$ cat src/rtl/cpu_wb_port_arbiter.sv
// Purpose: shares the register-file write port between WB (priority) and a small queue of MDU results.
// Latency: WB writes go through combinationally; a queued MDU result is written 1 cycle after push at the earliest.
// Backpressure: mdu_ready drops when the queue is full; stall_req_wb freezes WB when a queued result starves.
module cpu_wb_port_arbiter #(
  parameter int DEPTH        = 2,
  parameter int STARVE_LIMIT = 4
) (
  input  logic        clk,
  input  logic        rst,
  input  logic        RegWrite_wb,
  input  logic [4:0]  RegWriteAddr_wb,
  input  logic [31:0] RegWriteData_wb,
  input  logic        mdu_valid,
  input  logic [4:0]  mdu_addr,
  input  logic [31:0] mdu_data,
  output logic        mdu_ready,
  output logic        rf_we,
  output logic [4:0]  rf_waddr,
  output logic [31:0] rf_wdata,
  output logic        stall_req_wb,
  output logic [31:0] pending_mask
);

  localparam int PTR_W = (DEPTH > 2) ? 2 : 1;
  localparam int OCC_W = $clog2(DEPTH + 1);

  // Queue storage; q_vld is cleared both on pop and on a WAW kill, so it marks live results only.
  logic [4:0]       q_addr [DEPTH];
  logic [31:0]      q_data [DEPTH];
  logic [DEPTH-1:0] q_vld;

  logic [PTR_W-1:0] rd_ptr;
  logic [PTR_W-1:0] wr_ptr;
  logic [OCC_W-1:0] occ;
  logic [3:0]       starve_cnt;
  logic [3:0]       starve_nxt;
  logic             stall_q;

  logic        pw;
  logic        q_empty;
  logic        q_full;
  logic        head_vld;
  logic        pop;
  logic        head_wr;
  logic        push;
  logic        any_vld;
  logic [31:0] pend;

  function automatic logic [PTR_W-1:0] ptr_inc(input logic [PTR_W-1:0] p);
    return (p == PTR_W'(DEPTH - 1)) ? '0 : p + PTR_W'(1);
  endfunction

  // A WB write to $0 never reaches the register file, so it does not claim the port.
  assign pw       = RegWrite_wb && (RegWriteAddr_wb != 5'd0);
  assign q_empty  = (occ == '0);
  assign q_full   = (occ == OCC_W'(DEPTH));
  assign head_vld = q_vld[rd_ptr];
  assign any_vld  = |q_vld;

  // The head leaves whenever WB leaves the port idle; a killed head leaves without a write.
  assign pop      = !pw && !q_empty;
  assign head_wr  = pop && head_vld;

  // MDU results for $0 are acknowledged but dropped.
  assign push     = mdu_valid && mdu_ready && (mdu_addr != 5'd0);

  assign mdu_ready    = !rst && !q_full;
  assign stall_req_wb = !rst && stall_q;
  assign pending_mask = rst ? 32'd0 : pend;

  // Busy mask: one bit per destination register still holding a live queued result.
  always_comb begin
    pend = 32'd0;
    for (int i = 0; i < DEPTH; i++) begin
      if (q_vld[i]) pend[q_addr[i]] = 1'b1;
    end
  end

  // Write-port mux: WB first, then a live queue head, otherwise drive zeros.
  always_comb begin
    rf_we    = 1'b0;
    rf_waddr = 5'd0;
    rf_wdata = 32'd0;
    if (!rst) begin
      if (pw) begin
        rf_we    = 1'b1;
        rf_waddr = RegWriteAddr_wb;
        rf_wdata = RegWriteData_wb;
      end else if (head_wr) begin
        rf_we    = 1'b1;
        rf_waddr = q_addr[rd_ptr];
        rf_wdata = q_data[rd_ptr];
      end
    end
  end

  // Starvation count: cycles a live result sat behind WB; cleared once the queue drains or the head lands.
  always_comb begin
    starve_nxt = starve_cnt;
    if (q_empty || head_wr) begin
      starve_nxt = 4'd0;
    end else if (pw && any_vld && (starve_cnt != 4'(STARVE_LIMIT))) begin
      starve_nxt = starve_cnt + 4'd1;
    end
  end

  // Payload registers need no reset: they are only observed through q_vld.
  always_ff @(posedge clk) begin
    if (push) begin
      q_addr[wr_ptr] <= mdu_addr;
      q_data[wr_ptr] <= mdu_data;
    end
  end

  // Queue control, WAW kill and starvation state.
  always_ff @(posedge clk) begin
    if (rst) begin
      q_vld      <= '0;
      rd_ptr     <= '0;
      wr_ptr     <= '0;
      occ        <= '0;
      starve_cnt <= 4'd0;
      stall_q    <= 1'b0;
    end else begin
      // A younger WB write to the same register makes the queued result obsolete.
      for (int i = 0; i < DEPTH; i++) begin
        if (pw && q_vld[i] && (q_addr[i] == RegWriteAddr_wb)) q_vld[i] <= 1'b0;
      end
      if (pop) begin
        q_vld[rd_ptr] <= 1'b0;
        rd_ptr        <= ptr_inc(rd_ptr);
      end
      // The push slot is never occupied, so it cannot collide with a kill or a pop above.
      if (push) begin
        q_vld[wr_ptr] <= 1'b1;
        wr_ptr        <= ptr_inc(wr_ptr);
      end
      case ({push, pop})
        2'b10:   occ <= occ + OCC_W'(1);
        2'b01:   occ <= occ - OCC_W'(1);
        default: occ <= occ;
      endcase
      starve_cnt <= starve_nxt;
      stall_q    <= (starve_nxt == 4'(STARVE_LIMIT));
    end
  end

endmodule

$ cat config.mk
export PLATFORM = sky130hd
export DESIGN_NAME = cpu_wb_port_arbiter
export DESIGN_NICKNAME = d
export VERILOG_FILES = /design/src/rtl/cpu_wb_port_arbiter.sv
export SDC_FILE = /design/constraint.sdc
export NUM_CORES = 1
export LEC_CHECK = 0
export ABC_CLOCK_PERIOD_IN_PS = 2400
export BUFFER_PORTS_ARGS = -buffer_cell sky130_fd_sc_hd__buf_2
export CAP_MARGIN = 10
export CORE_MARGIN = 3
export CORE_UTILIZATION = 46
export DETAILED_ROUTE_END_ITERATION = 10
export GPL_TIMING_DRIVEN = 1
export PLACE_DENSITY = 0.75
export SLEW_MARGIN = 20
export SYNTH_ARGS = -nofsm -noshare
export SYNTH_HDL_FRONTEND = slang
export SYNTH_SLANG_ARGS = --single-unit
$ cat constraint.sdc
create_clock -name clk -period 2.4 [get_ports clk]
set_clock_uncertainty 0.05 [all_clocks]
set_input_delay 0.12 -clock clk [delete_from_list [all_inputs] [get_ports clk]]
set_output_delay 0.12 -clock clk [all_outputs]
set_load 0.005 [all_outputs]
### After elaboration in Yosys (flattened, before gate mapping)

Memory sizes are Yosys's and may differ from the RTL's. A register that Yosys moved wholly into a read port is not among the register bits.
Cells that the tools add are included.
W data, S select, Z words.

* bits in registers: 11
* memories: 2
* output and inout port bits: 72
* bits in writable memories: 74
* logic and storage cells: 99

* equality and inequality tests: 7
* reduce and logical (&&, ||, !) cells: 27
* muxes and demuxes: 40
* magnitude comparators: 8
* bitwise gates (word level): 4
* add/subtract/negate cells: 5

Memories
* q_data: words 2, width 32, rd ports 1, clocked after Yosys merged registers in 1, wr ports 1, line 29 `logic [31:0] q_data [DEPTH];`
* q_addr: words 2, width 5, rd ports 3, clocked after Yosys merged registers in 1, wr ports 1, line 28 `logic [4:0] q_addr [DEPTH];`

Operator list (count)
* $mux W32: 6
* $or A32 B32 Y32: 1
* $mux W1: 21
* $logic_and A1 B1 Y1: 17
* $mux W5: 3
* $lt A5 B6 Y1 const B: 2
* $demux W1 S5: 2
* $eq A5 B5 Y1: 2
* $ge A5 B1 Y1 const B: 2
* $reduce_bool A5 Y1: 2
* $mux W4: 2
* $mux W2: 3
* $add A4 B1 Y4 const B: 1
* $eq A2 B2 Y1 const B: 2
* $eq A4 B3 Y1 const B: 1
* $logic_not A1 Y1: 4
* $lt A1 B2 Y1 const B: 2
* $ne A4 B3 Y1 const B: 1
* $pmux W2 S2: 1
* $add A1 B1 Y1 const B: 2
* $add A2 B1 Y2 const B: 1
* $and A2 B2 Y2: 1
* $demux W1 S1: 2
* $eq A2 B1 Y1 const B: 1
* 8 further kinds: 9

### Logic depth before layout (Yosys ltp)

* depth in word-level cells: 11
* gate-level depth with buffers: 8
* mapped depth without buffers: 8

### Worst setup path before layout

Ideal clock, no wire load.

* path kind: reg2reg
* start: register occ[0]
* end: memory q_addr[1][0] (enable)
* slack: 0.179 ns
* buffers on the path: 0
* data arrival time: 1.773 ns
* cell stages (with the launch flop): 5
* path through: dfxtp_1 -> inv_1 -> a21oi_1 -> o211a_1 -> and2_1

* cells in the longest elaborated chain, start to end: 7

Ends and longest elaborated chain
* start, declared: line 34 `logic [OCC_W-1:0] occ;`
* start signal, assigned: line 139 `2'b10: occ <= occ + OCC_W'(1);`
* start signal, assigned: line 140 `2'b01: occ <= occ - OCC_W'(1);`
* $eq A2 B2 Y1: line 56 `assign q_full = (occ == OCC_W'(DEPTH));`
* $logic_not A1 Y1: line 67 `assign mdu_ready = !rst && !q_full;`
* $logic_and A1 B1 Y1: line 67
* named net mdu_ready: line 16 `output logic mdu_ready,`
* $logic_and A1 B1 Y1 (2 in a row): line 65 `assign push = mdu_valid && mdu_ready && (mdu_addr != 5'd0);`
* $mux W1: line 109 `if (push) begin`
* $mux W1 (implied by the code): line 110 `q_addr[wr_ptr] <= mdu_addr;`
* end, declared: line 28

The timed path passes the listed nets, and every way through them passes these cells.

### Worst setup path after layout

* start: input RegWriteAddr_wb[1]
* end: output rf_wdata[24]

* cells in the longest elaborated chain, start to end: 8

Ends and longest elaborated chain
* start, declared: line 11 `input logic [4:0] RegWriteAddr_wb,`
* $reduce_bool A5 Y1 *: line 54 `assign pw = RegWrite_wb && (RegWriteAddr_wb != 5'd0);`
* $logic_and A1 B1 Y1 *: line 54
* $logic_not A1 Y1: line 61 `assign pop = !pw && !q_empty;`
* $logic_and A1 B1 Y1: line 61
* $logic_and A1 B1 Y1: line 62 `assign head_wr = pop && head_vld;`
* $mux W32: line 89 `end else if (head_wr) begin`
* $mux W32 *: line 85 `if (pw) begin`
* $mux W32 *: line 84 `if (!rst) begin`
* end, declared: line 19 `output logic [31:0] rf_wdata,`

Every way passes the cells marked *; elsewhere a longest branch is shown, timed or not.

==> key figures <==
Layout
  – FF+latch area: 2460 µm²
  – Multi-input gate area: 2020 µm²
  – Area growth from synthesis to layout: 30.9%
  – Share of layout cells above drive strength 1: 0.445
  – # fillers: 804
  – # nets final: 653

Clock network
  – Clock sink total: 86
  – Cts bufs inserted: 9
  – Maximum clock insertion buffer count: 2
  – Root Driver: clkbuf_8
  – Worst-skew pair later-pin latency: 0.33 ns
  – Post-CTS setup buffer count: 0
  – CTS-repair resized insts: 0
  – Clock transition at path regs: 0.07 ns
  – TritonCTS clock tree: yes
  – H-tree depth: 3

Synth
  – Seq/Total Area, Yosys: 0.529
  – Top_reg_cell synth: edfxtp_1
  – Syn Area/Cell: 11.8 µm²
  – Synth async-reset ratio: 0
  – Number of synthesized register bits: 86
  – Cells after synthesis: 396
  – Syn Nets: 477
  – Post-synth EDFFs: 74
  – YS warnings: 0
  – Yosys cell types: 44
  – Synth Cell Area: 4660 µm²

Floorplanning
  – Total I/O pin count: 150
  – Die Wd: 107 µm
  – Core area: 9820 µm²
  – # rows: 36
  – Initial Util: 0.474
  – Die footprint: 11,400 µm²
  – Die H: 107 µm

Setup path
  – CP most frequent cell: buf_2
  – Critical-path cell list: buf_2 -> or4_4 -> o21a_4 -> nor3_4 -> buf_12 -> a22oi_1 -> nor2_1 -> buf_2
  – Slowest stage delay, CP: 0.56 ns
  – Data arrival time of the worst path: 2.07 ns
  – Critical path type: in -> out
  – Worst Reg-to-Reg Cells: 4
  – Crit path max fanout: 31
  – Critical path's slowest cell: or4_4
  – Crit start category: input port
  – Critical path capture point type: output pin
  – WP data required: 2.23 ns

Place
  – Post-DP HPWL: 8.15 mm
  – Post-place setup slack: 0.225 ns
  – PortBufs: 149
  – Routability congestion estimate: 0.909

Detailed routing
  – Post-DRT Antenna Nets: 0
  – Vias: 3,871
  – DR vias/cell: 5.44
  – WL per Instance: 17.0 µm
  – DRC errors left: 0
  – Iteration-0 DRC count of the detailed router: 249
  – Final wirelength: 12.1 mm
  – First drt pass iteration count: 5

Timing
  – Slew @ Worst Pin: 0.908 ns
  – Worst setup margin: 0.162 ns
  – Post-layout min period: 2.24 ns
  – Final slew viol count: 0
  – Fmax: 447 MHz
  – RSZ-0062 raised after global routing: no
  – Finish-stage setup viols: 0
  – Final Cycle Share: 0.933
  – Final Hold Vio Count: 0
  – Max_slew headroom: 0.395
  – Fin Setup TNS: 0 ns

Power and ir drop
  – Pwr/cell area: 634 nW/µm²
  – Leak pwr: 2.38 nW
  – Power, Total: 3.86 mW
  – Peak supply drop: 0.384 mV

Global route
  – Vias in the first global route: 3,855
  – GRT overflow: 0
  – Tot GR Track Use: 0.213
  – First-pass GRT wire length: 19.2 mm
  – Initial antenna violation count: 0
  – Pin count of the biggest net entering global routing: 80

Worst hold path
  – Hold Crit Class: in -> reg
  – Hold Path Depth: 4

Run status
  – Outcome: complete, no violations

Job
  – Max cap viols: 0
==> layout make-up <==
type | instances | area share
multi-input combinational | 275 | 0.332
tap | 133 | 0.0273
timing repair buffer | 195 | 0.198
clock inverter | 6 | 0.0140
sequential | 86 | 0.404
inverter | 5 | 0.00308
antenna | 1 | 0.000411
clock buffer | 10 | 0.0209
==> report_power, final <==
part           internal, mW  total [mW]  switching, mW
logic                 0.470       0.956          0.486
clock network         0.585        1.08          0.494
registers              1.74        1.83         0.0866
==> sequential cells by signal, indices dropped and copies added (netlist names), named ones only <==
register	cells
q_vld	2
occ	2
wr_ptr	1
starve_cnt	4
rd_ptr	1
q_addr	10
q_data	64
stall_q	1
==> synthesized netlist by cell type, types with 2 or more instances <==
library cell	number	share of area
clkbuf_1	22	0.018
a21oi_1	4	0.0043
dfxtp_1	12	0.052
nor3b_1	8	0.013
xor2_1	7	0.013
inv_1	5	0.0040
buf_8	2	0.0064
nor2_1	67	0.054
o311ai_0	2	0.0038
or2_2	2	0.0027
nor3_1	5	0.0054
and3_1	5	0.0067
mux2i_1	2	0.0043
nand2b_1	2	0.0027
or3_1	2	0.0027
buf_4	2	0.0032
nand3b_1	2	0.0032
a32oi_1	2	0.0038
a22oi_2	20	0.054
a22oi_1	48	0.077
xnor2_1	8	0.015
ha_1	3	0.0081
o21ai_0	2	0.0021
nand4_1	2	0.0027
nand2_1	7	0.0056
nor2_2	21	0.028
mux2_2	37	0.089
edfxtp_1	74	0.48
buf_2	3	0.0032
and3b_1	4	0.0075
==> path summary, 6_finish.rpt <==
path | startpoint | to | slack (ns)
setup / recovery | RegWriteAddr_wb[1] | rf_wdata[24] | 0.16
hold / removal | mdu_valid | q_vld[1] | 0.23
hold reg to reg | wr_ptr | wr_ptr | 0.46
setup reg to reg | occ[0] | q_data[1][0] | 0.30
==> through the flow <==
stage / cell area, µm² / std cells / utilization / hold WS, ns
global placement: 5510 / 657 / 0.561 / 0.259
floorplan: 4660 / 396 / - / 0.169
CTS: 6090 / 710 / 0.621 / 0.211
global route: 6090 / 710 / 0.621 / 0.242
finish: 6100 / 711 / 0.621 / 0.228
detailed placement: 5510 / 657 / 0.561 / 0.262
==> repair_timing <==
action	4_1_cts	5_1_grt
setup endpoints to repair	0	0
hold buffers	37	0
hold endpoints to repair	74	0
==> placed cells by master, fill, tap and decap left out, types with 2 or more instances in the layout <==
master	synthesis	layout
a21oi_1	4	4
nor2_1	67	67
or3_1	2	2
nand4_1	2	2
clkbuf_8	0	9
buf_12	0	2
and3b_1	4	4
inv_1	5	5
or2_2	2	2
buf_2	3	149
o311ai_0	2	2
a32oi_1	2	2
nor2_2	21	21
edfxtp_1	74	74
nand2_1	7	7
mux2i_1	2	2
bufinv_16	0	2
xnor2_1	8	8
mux2_2	37	37
nand2b_1	2	2
o21ai_0	2	2
dfxtp_1	12	11
and3_1	5	5
xor2_1	7	7
buf_4	2	7
nand3b_1	2	2
a22oi_1	48	48
nor3b_1	8	8
a22oi_2	20	20
dlygate4sd3_1	0	37
ha_1	3	3
nor3_1	5	5
==> logic make-up (layout without fill, tap and decap cells) <==
| group | count (synthesis) | count (layout) | synth area share |
|---|---|---|---|
| XOR/XNOR | 15 | 15 | 0.0282 |
| multiplexers | 39 | 39 | 0.0938 |
| buffers and inverters | 35 | 216 | 0.0371 |
| adder cells (fa/ha/maj) | 3 | 3 | 0.00806 |
| AO/OA/AOI/OAI | 85 | 85 | 0.159 |
| other | 0 | 1 | 0 |
| flip-flops | 86 | 86 | 0.529 |
| AND/OR/NAND/NOR | 133 | 133 | 0.146 |
==> critical path: cells and delay by family <==
family | cells | cell delay, ns
simple gates | 3 | 1.03
compound gates | 2 | 0.38
buf+inv | 3 | 0.52
==> metal layers <==
metal | global-route usage | up-vias | share of wire
met2 | 0.373 | 169 | 0.51
met1 | 0.255 | 1850 | 0.41
met4 | 0.0785 | 0 | 0.014
met5 | 0 | - | 0
met3 | 0.0482 | 14 | 0.067
li1 | - | 1838 | -
Power figures use the tool's default switching activity.
